===== src/rtl/tone_pkg.sv =====
// Shared definitions for the tone sequencer.
//   - FSM state encoding (ST_GAP exists only when TONE_SEQ_GAP_EN is defined)
//   - Pattern-step geometry: STEP_W / ADDR_W / MASK_W / DUR_W
//   - Field positions inside a 12-bit step word: [11:8] duration, [7:0] mask
//   - Helper functions that extract those fields
// Optional feature macro: TONE_SEQ_GAP_EN
package tone_pkg;

    localparam int STEP_W   = 12;
    localparam int ADDR_W   = 4;
    localparam int MASK_W   = 8;
    localparam int DUR_W    = 4;

    localparam int DUR_MSB  = 11;
    localparam int DUR_LSB  = 8;
    localparam int MASK_MSB = 7;
    localparam int MASK_LSB = 0;

    typedef enum logic [1:0] {
        ST_IDLE = 2'd0,
`ifdef TONE_SEQ_GAP_EN
        ST_PLAY = 2'd1,
        ST_GAP  = 2'd2
`else
        ST_PLAY = 2'd1
`endif
    } state_e;

    function automatic logic [DUR_W-1:0] step_dur(input logic [STEP_W-1:0] step);
        return step[DUR_MSB:DUR_LSB];
    endfunction

    function automatic logic [MASK_W-1:0] step_mask(input logic [STEP_W-1:0] step);
        return step[MASK_MSB:MASK_LSB];
    endfunction

endpackage


===== src/rtl/tone_sequencer_if.sv =====
// Control/status bundle of the tone sequencer.
//   wr_en/wr_addr/wr_data : pattern RAM write port
//   start/stop            : single-cycle play / abort requests
//   loop                  : level, sampled at the end of each pass
//   note_mask             : registered note-select to the tone modulator
//   step_idx/busy/done    : playback status
// Modports: master = controller driving the sequencer, slave = the sequencer.
interface tone_sequencer_if;
    import tone_pkg::*;

    logic              wr_en;
    logic [ADDR_W-1:0] wr_addr;
    logic [STEP_W-1:0] wr_data;
    logic              start;
    logic              stop;
    logic              loop;
    logic [MASK_W-1:0] note_mask;
    logic [ADDR_W-1:0] step_idx;
    logic              busy;
    logic              done;

    modport master (
        output wr_en, wr_addr, wr_data, start, stop, loop,
        input  note_mask, step_idx, busy, done
    );

    modport slave (
        input  wr_en, wr_addr, wr_data, start, stop, loop,
        output note_mask, step_idx, busy, done
    );

endinterface


===== src/rtl/tone_sequencer_beat_timer.sv =====
// beat_timer: loadable countdown lasting dur*BEAT_DIV clock cycles.
//   clk, rst   : clock, synchronous active-high reset (clears both counters)
//   load       : restart the countdown for a step of length dur beats
//   run        : advance the countdown while high
//   dur        : step duration in beats (must be nonzero when loaded)
//   last       : high on the final cycle of the step
//   gap_next   : (TONE_SEQ_GAP_EN only) high one cycle before the trailing
//                GAP_CYCLES-long gap begins
// Optional feature macro: TONE_SEQ_GAP_EN
module beat_timer
    import tone_pkg::*;
#(
    parameter int unsigned BEAT_DIV   = 12500000,
    parameter int unsigned BEAT_W     = 24
`ifdef TONE_SEQ_GAP_EN
    ,parameter int unsigned GAP_CYCLES = 1000000
`endif
) (
    input  logic             clk,
    input  logic             rst,
    input  logic             load,
    input  logic             run,
    input  logic [DUR_W-1:0] dur,
    output logic             last
`ifdef TONE_SEQ_GAP_EN
    ,output logic            gap_next
`endif
);

    localparam logic [BEAT_W-1:0] BEAT_RELOAD = BEAT_W'(BEAT_DIV - 1);

    // beat_cnt counts cycles within a beat; beats_left counts whole beats
    // still to go after the current one.
    logic [BEAT_W-1:0] beat_cnt_q, beat_cnt_d;
    logic [DUR_W-1:0]  beats_left_q, beats_left_d;

    assign last = (beat_cnt_q == '0) && (beats_left_q == '0);

`ifdef TONE_SEQ_GAP_EN
    // GAP_CYCLES < BEAT_DIV, so the gap always falls inside the final beat.
    // Flagging it when GAP_CYCLES+1 cycles remain lets the registered
    // note_mask go silent for exactly the last GAP_CYCLES cycles.
    assign gap_next = (beats_left_q == '0) && (beat_cnt_q == BEAT_W'(GAP_CYCLES));
`endif

    always_comb begin
        // NOTE: every combinational output gets a default first so no path leaves it unassigned (no latch).
        beat_cnt_d   = beat_cnt_q;
        beats_left_d = beats_left_q;
        if (load) begin
            beat_cnt_d   = BEAT_RELOAD;
            beats_left_d = dur - DUR_W'(1);
        end else if (run && !last) begin
            if (beat_cnt_q == '0) begin
                beat_cnt_d   = BEAT_RELOAD;
                beats_left_d = beats_left_q - DUR_W'(1);
            end else begin
                beat_cnt_d   = beat_cnt_q - BEAT_W'(1);
            end
        end
    end

    always_ff @(posedge clk) begin
        // NOTE: sequential state is updated with non-blocking assignments only.
        if (rst) begin
            beat_cnt_q   <= '0;
            beats_left_q <= '0;
        end else begin
            beat_cnt_q   <= beat_cnt_d;
            beats_left_q <= beats_left_d;
        end
    end

endmodule


===== src/rtl/tone_sequencer.sv =====
// tone_sequencer: 16-step melody sequencer feeding the tone modulator's
// note-select input.
//   clk, rst : system clock, synchronous active-high reset
//   bus      : tone_sequencer_if.slave (pattern write port, start/stop/loop,
//              note_mask / step_idx / busy / done)
// Each step is {duration[3:0], mask[7:0]}; duration 0 marks the end of the
// pattern. Steps play back-to-back, each for duration*BEAT_DIV cycles.
// Optional feature macro: TONE_SEQ_GAP_EN -- silences the last GAP_CYCLES
// cycles of every step (GAP state) without changing the step length.
module tone_sequencer
    import tone_pkg::*;
#(
    parameter int unsigned BEAT_DIV   = 12500000,
    parameter int unsigned BEAT_W     = 24
`ifdef TONE_SEQ_GAP_EN
    ,parameter int unsigned GAP_CYCLES = 1000000
`endif
) (
    input logic             clk,
    input logic             rst,
    tone_sequencer_if.slave bus
);

    // Pattern RAM: synchronous write, combinational read.
    logic [STEP_W-1:0] ram_q [2**ADDR_W];

    // NOTE: the pattern RAM has no reset; its contents survive rst by design.
    always_ff @(posedge clk) begin
        if (bus.wr_en) begin
            ram_q[bus.wr_addr] <= bus.wr_data;
        end
    end

    state_e            state_q, state_d;
    logic [MASK_W-1:0] note_mask_q, note_mask_d;
    logic [ADDR_W-1:0] step_idx_q, step_idx_d;
    logic              done_q, done_d;

    logic              enter;
    logic [ADDR_W-1:0] enter_idx;
    logic [ADDR_W-1:0] next_idx;
    logic              timer_load;
    logic [DUR_W-1:0]  timer_dur;
    logic              timer_last;
`ifdef TONE_SEQ_GAP_EN
    logic              timer_gap_next;
`endif

    beat_timer #(
        .BEAT_DIV   (BEAT_DIV),
        .BEAT_W     (BEAT_W)
`ifdef TONE_SEQ_GAP_EN
        ,.GAP_CYCLES(GAP_CYCLES)
`endif
    ) u_beat_timer (
        .clk     (clk),
        .rst     (rst),
        .load    (timer_load),
        .run     (state_q != ST_IDLE),
        .dur     (timer_dur),
        .last    (timer_last)
`ifdef TONE_SEQ_GAP_EN
        ,.gap_next(timer_gap_next)
`endif
    );

    assign next_idx = step_idx_q + ADDR_W'(1);  // wraps 15 -> 0

    always_comb begin
        state_d     = state_q;
        note_mask_d = note_mask_q;
        step_idx_d  = step_idx_q;
        done_d      = 1'b0;
        enter       = 1'b0;
        enter_idx   = '0;
        timer_load  = 1'b0;
        timer_dur   = '0;

        case (state_q)
            ST_IDLE: begin
                // stop wins over a simultaneous start
                if (bus.start && !bus.stop) begin
                    if (step_dur(ram_q[0]) != '0) begin
                        enter = 1'b1;
                    end else begin
                        done_d = 1'b1;
                    end
                end
            end

            default: begin  // ST_PLAY, and ST_GAP when enabled
                if (bus.stop) begin
                    state_d     = ST_IDLE;
                    note_mask_d = '0;
                    step_idx_d  = '0;
                end else if (timer_last) begin
                    if (step_dur(ram_q[next_idx]) != '0 && next_idx != '0) begin
                        enter     = 1'b1;
                        enter_idx = next_idx;
                    end else if (bus.loop && step_dur(ram_q[0]) != '0) begin
                        enter     = 1'b1;
                    end else begin
                        state_d     = ST_IDLE;
                        note_mask_d = '0;
                        step_idx_d  = '0;
                        done_d      = 1'b1;
                    end
                end
`ifdef TONE_SEQ_GAP_EN
                else if (state_q == ST_PLAY && timer_gap_next) begin
                    state_d     = ST_GAP;
                    note_mask_d = '0;
                end
`endif
            end
        endcase

        // Step entry latches the mask and duration, so a later write to the
        // sounding step only takes effect on its next visit.
        if (enter) begin
            state_d     = ST_PLAY;
            step_idx_d  = enter_idx;
            note_mask_d = step_mask(ram_q[enter_idx]);
            timer_load  = 1'b1;
            timer_dur   = step_dur(ram_q[enter_idx]);
        end
    end

    always_ff @(posedge clk) begin
        if (rst) begin
            state_q     <= ST_IDLE;
            note_mask_q <= '0;
            step_idx_q  <= '0;
            done_q      <= 1'b0;
        end else begin
            state_q     <= state_d;
            note_mask_q <= note_mask_d;
            step_idx_q  <= step_idx_d;
            done_q      <= done_d;
        end
    end

    assign bus.note_mask = note_mask_q;
    assign bus.step_idx  = step_idx_q;
    assign bus.busy      = (state_q != ST_IDLE);
    assign bus.done      = done_q;

endmodule


===== src/flat_wrapper.sv =====
// flat-port wrapper written by rule: the top's interface ports become plain ports
module tone_sequencer_flat import tone_pkg::*;
#(
    parameter int unsigned BEAT_DIV   = 12500000,
    parameter int unsigned BEAT_W     = 24

)
  (clk, rst, bus_wr_en, bus_wr_addr, bus_wr_data, bus_start, bus_stop, bus_loop, bus_note_mask, bus_step_idx, bus_busy, bus_done);
  tone_sequencer_if bus_i ();
  input logic clk;
  input logic rst;
  input wire logic [$bits(bus_i.wr_en)-1:0] bus_wr_en;
  input wire logic [$bits(bus_i.wr_addr)-1:0] bus_wr_addr;
  input wire logic [$bits(bus_i.wr_data)-1:0] bus_wr_data;
  input wire logic [$bits(bus_i.start)-1:0] bus_start;
  input wire logic [$bits(bus_i.stop)-1:0] bus_stop;
  input wire logic [$bits(bus_i.loop)-1:0] bus_loop;
  output wire logic [$bits(bus_i.note_mask)-1:0] bus_note_mask;
  output wire logic [$bits(bus_i.step_idx)-1:0] bus_step_idx;
  output wire logic [$bits(bus_i.busy)-1:0] bus_busy;
  output wire logic [$bits(bus_i.done)-1:0] bus_done;
  assign bus_i.wr_en = bus_wr_en;
  assign bus_i.wr_addr = bus_wr_addr;
  assign bus_i.wr_data = bus_wr_data;
  assign bus_i.start = bus_start;
  assign bus_i.stop = bus_stop;
  assign bus_i.loop = bus_loop;
  assign bus_note_mask = bus_i.note_mask;
  assign bus_step_idx = bus_i.step_idx;
  assign bus_busy = bus_i.busy;
  assign bus_done = bus_i.done;
  tone_sequencer #(.BEAT_DIV(BEAT_DIV), .BEAT_W(BEAT_W)) u_core (.clk(clk), .rst(rst), .bus(bus_i));
endmodule

===== config.mk =====
export PLATFORM = sky130hd
export DESIGN_NAME = tone_sequencer_flat
export DESIGN_NICKNAME = d
export VERILOG_FILES = /design/src/rtl/tone_pkg.sv /design/src/rtl/tone_sequencer_if.sv /design/src/rtl/tone_sequencer_beat_timer.sv /design/src/rtl/tone_sequencer.sv /design/src/flat_wrapper.sv
export SDC_FILE = /design/constraint.sdc
export NUM_CORES = 1
export LEC_CHECK = 0
export ABC_AREA = 1
export ABC_CLOCK_PERIOD_IN_PS = 3500
export CAP_MARGIN = 40
export CELL_PAD_IN_SITES_DETAIL_PLACEMENT = 0
export CELL_PAD_IN_SITES_GLOBAL_PLACEMENT = 2
export CORE_UTILIZATION = 40
export DETAILED_ROUTE_END_ITERATION = 10
export PLACE_DENSITY = 0.83
export SYNTH_ARGS = -nofsm -noshare
export SYNTH_HDL_FRONTEND = slang
export SYNTH_SLANG_ARGS = --single-unit

===== constraint.sdc =====
create_clock -name clk -period 3.5 [get_ports clk]
set_input_delay 0.525 -clock clk [delete_from_list [all_inputs] [get_ports clk]]
set_output_delay 0.525 -clock clk [all_outputs]
set_load 0.005 [all_outputs]

==> qor.yml <==
grt_pass1_vias: 7788
synthArstFlopShare_pct: 0
dp_worst_setup_slack_ns: 0.239
worst_ep_required_time_ns: 3.95
worstReg2RegEnd: "u_core.u_beat_timer.beats_left_q[1]$_SDFFE_PP0P_"
rsz0062_at_grt: "false"
crit_path_end: "u_core.u_beat_timer.beats_left_q[1]$_SDFFE_PP0P_"
critical-path-slowest-cell: "sky130_fd_sc_hd__dfxtp_1"
numClockSinks: 234
sequentialPowerShare_pct: 48.7
route.detailed.wl_per_inst_um: 19.6
design.core.area_mm2: 0.0261
netlist_instances: 1076
pin_count_of_the_biggest_net_entering_global_routing: 52
clkTransAtPathRegs_ns: 0.06
netlist.area_leader.share_pct: 54.3
vias_per_cell: 5.30
clk_root_buffer_cell: "sky130_fd_sc_hd__clkbuf_16"
final_hold_viol_count: 0
worst_pin_slew_ns: 0.720
wire_length_of_the_first_global_routing_pass_um: 45500
totalNegativeSetupSlack_ns: 0
combinationalPowerShare_pct: 9.6
critical-path-max-stage-delay_ns: 0.34
cts_hold_buf: 0
clock-skew-final_ns: 0.0168
final_wirelength_um: 29500
die_width_um: 165
internal-power_w: 0.00493
irDropWorstVdd_mv: 0.438
register_area_mm2: 0.00661
max-clock-path-buffers: 3
detailedRoute.firstIterationViolations: 490
timing_max_transition_violations_final: 0
netlist-cell-type-count: 46
tritoncts.num_buffers: 25
regToRegSetupSlack_ns: 0.40
vias: 7993
start_kind: "register"
finalWorstPathRequiredPeriod_ns: 3.10
syn_to_final_growth_pct: 18.1
gp_congestion: 0.821
groute.usage.overall_pct: 22.5
power_density_mw_per_mm2: 518
tritoncts_clock_tree: "yes"
critPathKind: "reg2reg"
number_of_synthesized_flops_with_an_enable_pin: 192
cap_violations: 0
crit_path_max_fanout: 20
final_setup_violations: 0
worst_skew_pair.late_latency_ns: 0.54
synth_seq_area_share_pct: 62.2
chipHeight_um: 165
outcome: "finished clean"
cellLeakagePower_nw: 5.03
timing.fmax_mhz: 323
timing.critical_path.arrival_ns: 3.55
drt_drc: 0
post_synth_top_flop: "sky130_fd_sc_hd__edfxtp_1"
synth_seq_cells: 234
final.fill_count: 2458
n_antenna_cell: 0
multiInputGateArea_mm2: 0.00337
power.net_switching_w: 0.00156
initial_core_util_pct: 40.7
number_of_cells_on_the_worst_reg_to_reg_path: 16
post_route_cells_drive_above_1_share_pct: 12.7
synthTopCellsByArea: "sky130_fd_sc_hd__edfxtp_1, sky130_fd_sc_hd__nand2_1, sky130_fd_sc_hd__dfxtp_1, sky130_fd_sc_hd__nand3_1, sky130_fd_sc_hd__inv_1"
cell_by_cell_trace_of_the_critical_path: "nor2_2, nand2_1, nor2_1, nand2_1, nor2_1, nand3_1, nor3_1, nand2_2, nor2_1, nand2_1, nand3_1, nand3_1, nand3_1, nand2_1, ha_1, a211oi_1"
avgSynthCellArea_um2: 9.87
syn_area_mm2: 0.0106
clock_power_share_pct: 41.7
floorplan.io_pins: 36
switching_share_pct: 24.1
die_area_mm2: 0.0272
antenna_violations_before_repair: 0
synth_warnings: 0
timing.critical_path.from: "u_core.u_beat_timer.beat_cnt_q[12]$_SDFFE_PP0P_"
design.final.nets: 1181
grt-ovfl-total: 0
mappedNetlistNets: 1102
h-tree-depth: 1
max-slew-margin-rel_pct: 51.9
rr_startpoint: "u_core.u_beat_timer.beat_cnt_q[12]$_SDFFE_PP0P_"
dr.pass1.iters: 5
cts_post_setup_buffers_inserted: 0
core.rowCount: 59
buffer_ports.inserted: 35
endpoint_kind: "register"
worst_slack_setup_final_ns: 0.400
holdCritPathClass: "reg2reg"
place.detailed.hpwl_um: 19900
finalCritPeriodShare_pct: 88.6
cell_accounting_for_the_most_synthesized_area: "sky130_fd_sc_hd__edfxtp_1"
final_antenna_net_count: 0
==> cells in the final DEF, fill, tap and decap left out, drive strengths merged, types with 7 or more instances in the layout <==
cell type	Yosys	final
buf	32	60
xor2	7	7
clkdlybuf4s50	0	35
or2	7	7
a21oi	69	69
nor2	83	83
inv	123	125
dfxtp	42	42
nor3	21	21
edfxtp	192	192
o21ai	27	27
clkbuf	11	27
nand4	25	25
clkinv	2	11
nand2	249	249
nand3	131	131
nand3b	8	8
==> sequential cells by signal, summed over array words and instances (netlist names) <==
register and flops:
u_core.bus.done 1, u_core.bus.note_mask 8, u_core.bus.step_idx 4, u_core.ram_q 192
u_core.state_q 1, u_core.u_beat_timer.beat_cnt_q 24, u_core.u_beat_timer.beats_left_q 4
==> metal layers <==
layer | up-vias | wire length, um | GRT usage, %
met5 | - | 0 | 0
met4 | 0 | 614 | 6.71
met3 | 48 | 1760 | 2.46
met2 | 263 | 13700 | 36.6
met1 | 3834 | 13400 | 31.6
li1 | 3848 | - | -
==> metrics by stage <==
step,power [W],cell area [um^2],util [%],cells,hold WS [ns]
2_1_floorplan,0.00362,10600,-,1076,0.422
3_3_place_gp,0.00385,11700,44.8,1463,0.441
3_5_place_dp,0.00385,11700,44.8,1463,0.446
4_1_cts,0.00656,12500,48.0,1508,0.456
5_1_grt,0.00674,12500,48.1,1508,0.485
6_report,0.00650,12500,48.1,1508,0.461
==> worst max-delay path, delay by kind of cell (launching register included) <==
family | cells | cell delay, ns
simple gates | 14 | 2.15
flops | 1 | 0.34
fa+ha+maj | 1 | 0.29
compound gates | 1 | 0.23
==> area by class of cell <==
cell class	instances	share of cell area (%)
sequential	234	52.7
multi-input combinational	674	26.9
timing repair buffer	95	6.59
clock buffer	27	5.05
inverter	125	3.74
tap	335	3.34
clock inverter	18	1.68
==> worst min path at each step <==
stage | slack, ns | depth (start not counted) | from | to
after detailed placement | 0.45 | 1 | u_core.u_beat_timer.beat_cnt_q[0]$_SDFFE_PP0P_ | u_core.u_beat_timer.beat_cnt_q[0]$_SDFFE_PP0P_
after CTS | 0.46 | 1 | u_core.u_beat_timer.beat_cnt_q[0]$_SDFFE_PP0P_ | u_core.u_beat_timer.beat_cnt_q[0]$_SDFFE_PP0P_
after global routing | 0.48 | 2 | u_core.bus.note_mask[6]$_SDFFE_PP0P_ | u_core.bus.note_mask[6]$_SDFFE_PP0P_
final | 0.46 | 1 | u_core.u_beat_timer.beat_cnt_q[0]$_SDFFE_PP0P_ | u_core.u_beat_timer.beat_cnt_q[0]$_SDFFE_PP0P_
after global placement | 0.44 | 1 | u_core.u_beat_timer.beat_cnt_q[0]$_SDFFE_PP0P_ | u_core.u_beat_timer.beat_cnt_q[0]$_SDFFE_PP0P_
after floorplan | 0.42 | 1 | u_core.u_beat_timer.beat_cnt_q[0]$_SDFFE_PP0P_ | u_core.u_beat_timer.beat_cnt_q[0]$_SDFFE_PP0P_
==> power by group through the flow <==
stage | clock [W] | combinational, W | sequential, W
6_report | 0.00271 | 0.000625 | 0.00317
2_1_floorplan | 0 | 0.000408 | 0.00321
4_1_cts | 0.00276 | 0.000628 | 0.00317
3_3_place_gp | 0 | 0.000625 | 0.00322
5_1_grt | 0.00286 | 0.000705 | 0.00318
3_5_place_dp | 0 | 0.000625 | 0.00322
==> cell usage after synthesis, drive strengths merged, types with 7 or more instances <==
master and instances:
nand4 25, nand2 249, nand3 131, a21oi 69
edfxtp 192, buf 32, nor2 83, or2 7
dfxtp 42, o21ai 27, nor3 21, xor2 7
clkbuf 11, inv 123, nand3b 8
==> cell families (layout without fill, tap and decap cells) <==
kind of cell / Yosys count / count (layout) / share of synthesized area, %
compound gates: 131 / 131 / 7.34
buf+inv: 168 / 265 / 6.66
simple gates: 530 / 530 / 22.5
fa+ha+maj: 4 / 4 / 0.471
xor+xnor: 9 / 9 / 0.743
flops: 234 / 234 / 62.2
==> what timing repair did <==
item | in CTS | in global routing
resized for setup | 0 | 6
setup endpoints to repair | 0 | 14
endpoints found under the hold margin | 0 | 0
No activity file was read; power rests on OpenSTA's default activity.
==> RTL change (same settings) <==
Change the package constant `ADDR_W` from 4 to 3.
--- a/src/rtl/tone_pkg.sv
+++ b/src/rtl/tone_pkg.sv
@@ -7,7 +7,7 @@
 package tone_pkg;
 
     localparam int STEP_W   = 12;
-    localparam int ADDR_W   = 4;
+    localparam int ADDR_W   = 3;
     localparam int MASK_W   = 8;
     localparam int DUR_W    = 4;
 
Ports: changed (resized bus_step_idx and bus_wr_addr); port bits go from 36 to 34. The function was not compared with the original's and may differ.
==> RTL change against the unedited design <==
  * Total power down 18%
  * Area after synthesis down 38%
  * Sequential share of layout area down 5.1 points
  * Routed wire length down 46%
  * Sequential cell count down 97
  * Clock power down 32%
  * Setup slack better by 0.26 ns
  * Final area down 38%
  * Critical path type unchanged
==> RTL change: results <==
{
  "via_count": 4911,
  "detailed_placer_s_ending_hpwl_mm": 10.98,
  "ctsRootBufferMaster": "clkbuf_16",
  "synth_common_cells": "nand2_1, edfxtp_1, inv_1",
  "synth.lib_cells_used.distinct": 45,
  "crit_path_top_delay_cell": "dfxtp_1",
  "clkLatencyLatePin_ns": 0.43,
  "arrival_ns": 3.18,
  "number_of_gates_resized_after_cts": 0,
  "port_bufs": 33,
  "grt_max_degree": 27,
  "detail_route.wl_per_cell_um": 15.99,
  "wl_met1_mm": 7.264,
  "status": "finished clean",
  "critPathTopFamily": "simple AND/OR/NAND/NOR gates",
  "route.met3.wl_um": 591,
  "synth.top_cells.by_area": "edfxtp_1, dfxtp_1, nand2_1, nand3_1, inv_1",
  "slew_headroom": 0.5790,
  "finish.net_count": 792,
  "numCtsBuffers": 17,
  "cts_max_level": 4,
  "synthesis.instances": 718,
  "syn_nets": 744,
  "place_congestion": 0.8457,
  "synthFlopType": "edfxtp_1",
  "largest_reg_by_ff_count": "u_core.ram_q",
  "cts_max_path_buffers": 2,
  "dpl_worst_slack_ns": 0.5387,
  "grt_use_total": 0.2045,
  "clk_pin_slew_worst_paths_ns": 0.06,
  "ir_worst_vdd_mv": 0.4423,
  "drt_wl_total_mm": 15.91,
  "detailroute.wirelength.met2_mm": 7.811,
  "clock-skew-final_ns": 0.01333,
  "largest_register_ffs": 96,
  "synth_edf_count": 96,
  "ys.warnings.count": 0,
  "global_route_wire_length_before_repair_mm": 25.49,
  "firstDrtPassIters": 5,
  "route.top_layer_used": "met4",
  "cellLeakagePower_uw": 0.003278,
  "drive_above_1_share": 0.1489,
  "n_antenna_cell": 0,
  "max_stage_delay_ns": 0.33,
  "dr.first_iter.drc_count": 294,
  "grt_pass1_vias": 4907,
  "critical_path_peak_fanout": 18,
  "dpl.cell_count": 963,
  "worst_hold_path_type": "register to register",
  "synth.yosys.seq_area_share": 0.5615,
  "antenna_found_initial": 0,
  "ant_nets": 0,
  "cts_post_setup_buffers_inserted": 0,
  "synth_async_reset_ratio": 0
}
[RTL change: cell count changes in the layout (fill, tap and decap cells not counted), moves of 14 or more]
cell	unedited run	this run
a21oi_1	68	16
o21ai_0	20	6
nand2_1	243	170
buf_4	58	15
inv_1	114	83
nand3_1	128	74
edfxtp_1	192	96
nand4_1	24	3
[RTL change: metal layers]
| layer | vias up | track usage |
|---|---|---|
| li1 | 2456 | - |
| met1 | 2333 | 0.2565 |
| met2 | 105 | 0.3545 |
| met3 | 17 | 0.04112 |
| met4 | 0 | 0.06558 |
| met5 | - | 0 |
[RTL change: final cells by class]
type                            count  area, um2
Clock buffer                       17      425.4
Sequential cell                   137       3704
Timing Repair Buffer               48      442.9
Multi-Input combinational cell    455       2350
Tap cell                          216      270.3
Clock inverter                     15      177.7
Inverter                          107      405.4
Fill cell                        1568       8225
[RTL change: tightest hold or removal path, stage by stage, from the launching register on]
cell and delay [ns]:
dfxtp_1 0.33, nand2_1 0.07, nand2_1 0.04
[RTL change: cells by family after synthesis]
kind of cell	Yosys count	synth area share
flip-flops	137	0.5615
adder cells (fa/ha/maj)	5	0.009484
XOR/XNOR	10	0.01328
AO/OA/AOI/OAI	55	0.05179
AND/OR/NAND/NOR	385	0.2817
buffers and inverters	126	0.08232
[RTL change: power breakdown]
part / switching [uW] / internal [uW] / leakage [uW] / total, uW
clock: 754 / 1080 / 0.000299 / 1830
sequential: 131 / 1910 / 0.00121 / 2040
combinational: 977 / 515 / 0.00177 / 1490
[RTL change: final timing paths]
kind / endpoint / depth (start not counted) / slack [ns] / from
setup reg to reg: u_core.u_beat_timer.beats_left_q[1]$_SDFFE_PP0P_ / 16 / 0.66 / u_core.bus.step_idx[1]$_SDFFE_PP0P_
hold reg to reg: u_core.u_beat_timer.beats_left_q[3]$_SDFFE_PP0P_ / 2 / 0.49 / u_core.u_beat_timer.beats_left_q[3]$_SDFFE_PP0P_
hold / removal: u_core.u_beat_timer.beats_left_q[3]$_SDFFE_PP0P_ / 2 / 0.49 / u_core.u_beat_timer.beats_left_q[3]$_SDFFE_PP0P_
setup / recovery: u_core.u_beat_timer.beats_left_q[1]$_SDFFE_PP0P_ / 16 / 0.66 / u_core.bus.step_idx[1]$_SDFFE_PP0P_
[RTL change: through the flow]
| stage | instance area, um2 | hold WS, ns |
|---|---|---|
| after floorplan | 6596 | 0.4539 |
| after global placement | 7172 | 0.4741 |
| after detailed placement | 7172 | 0.4780 |
| after CTS | 7775 | 0.4927 |
| after global routing | 7775 | 0.5146 |
| final | 7775 | 0.4877 |
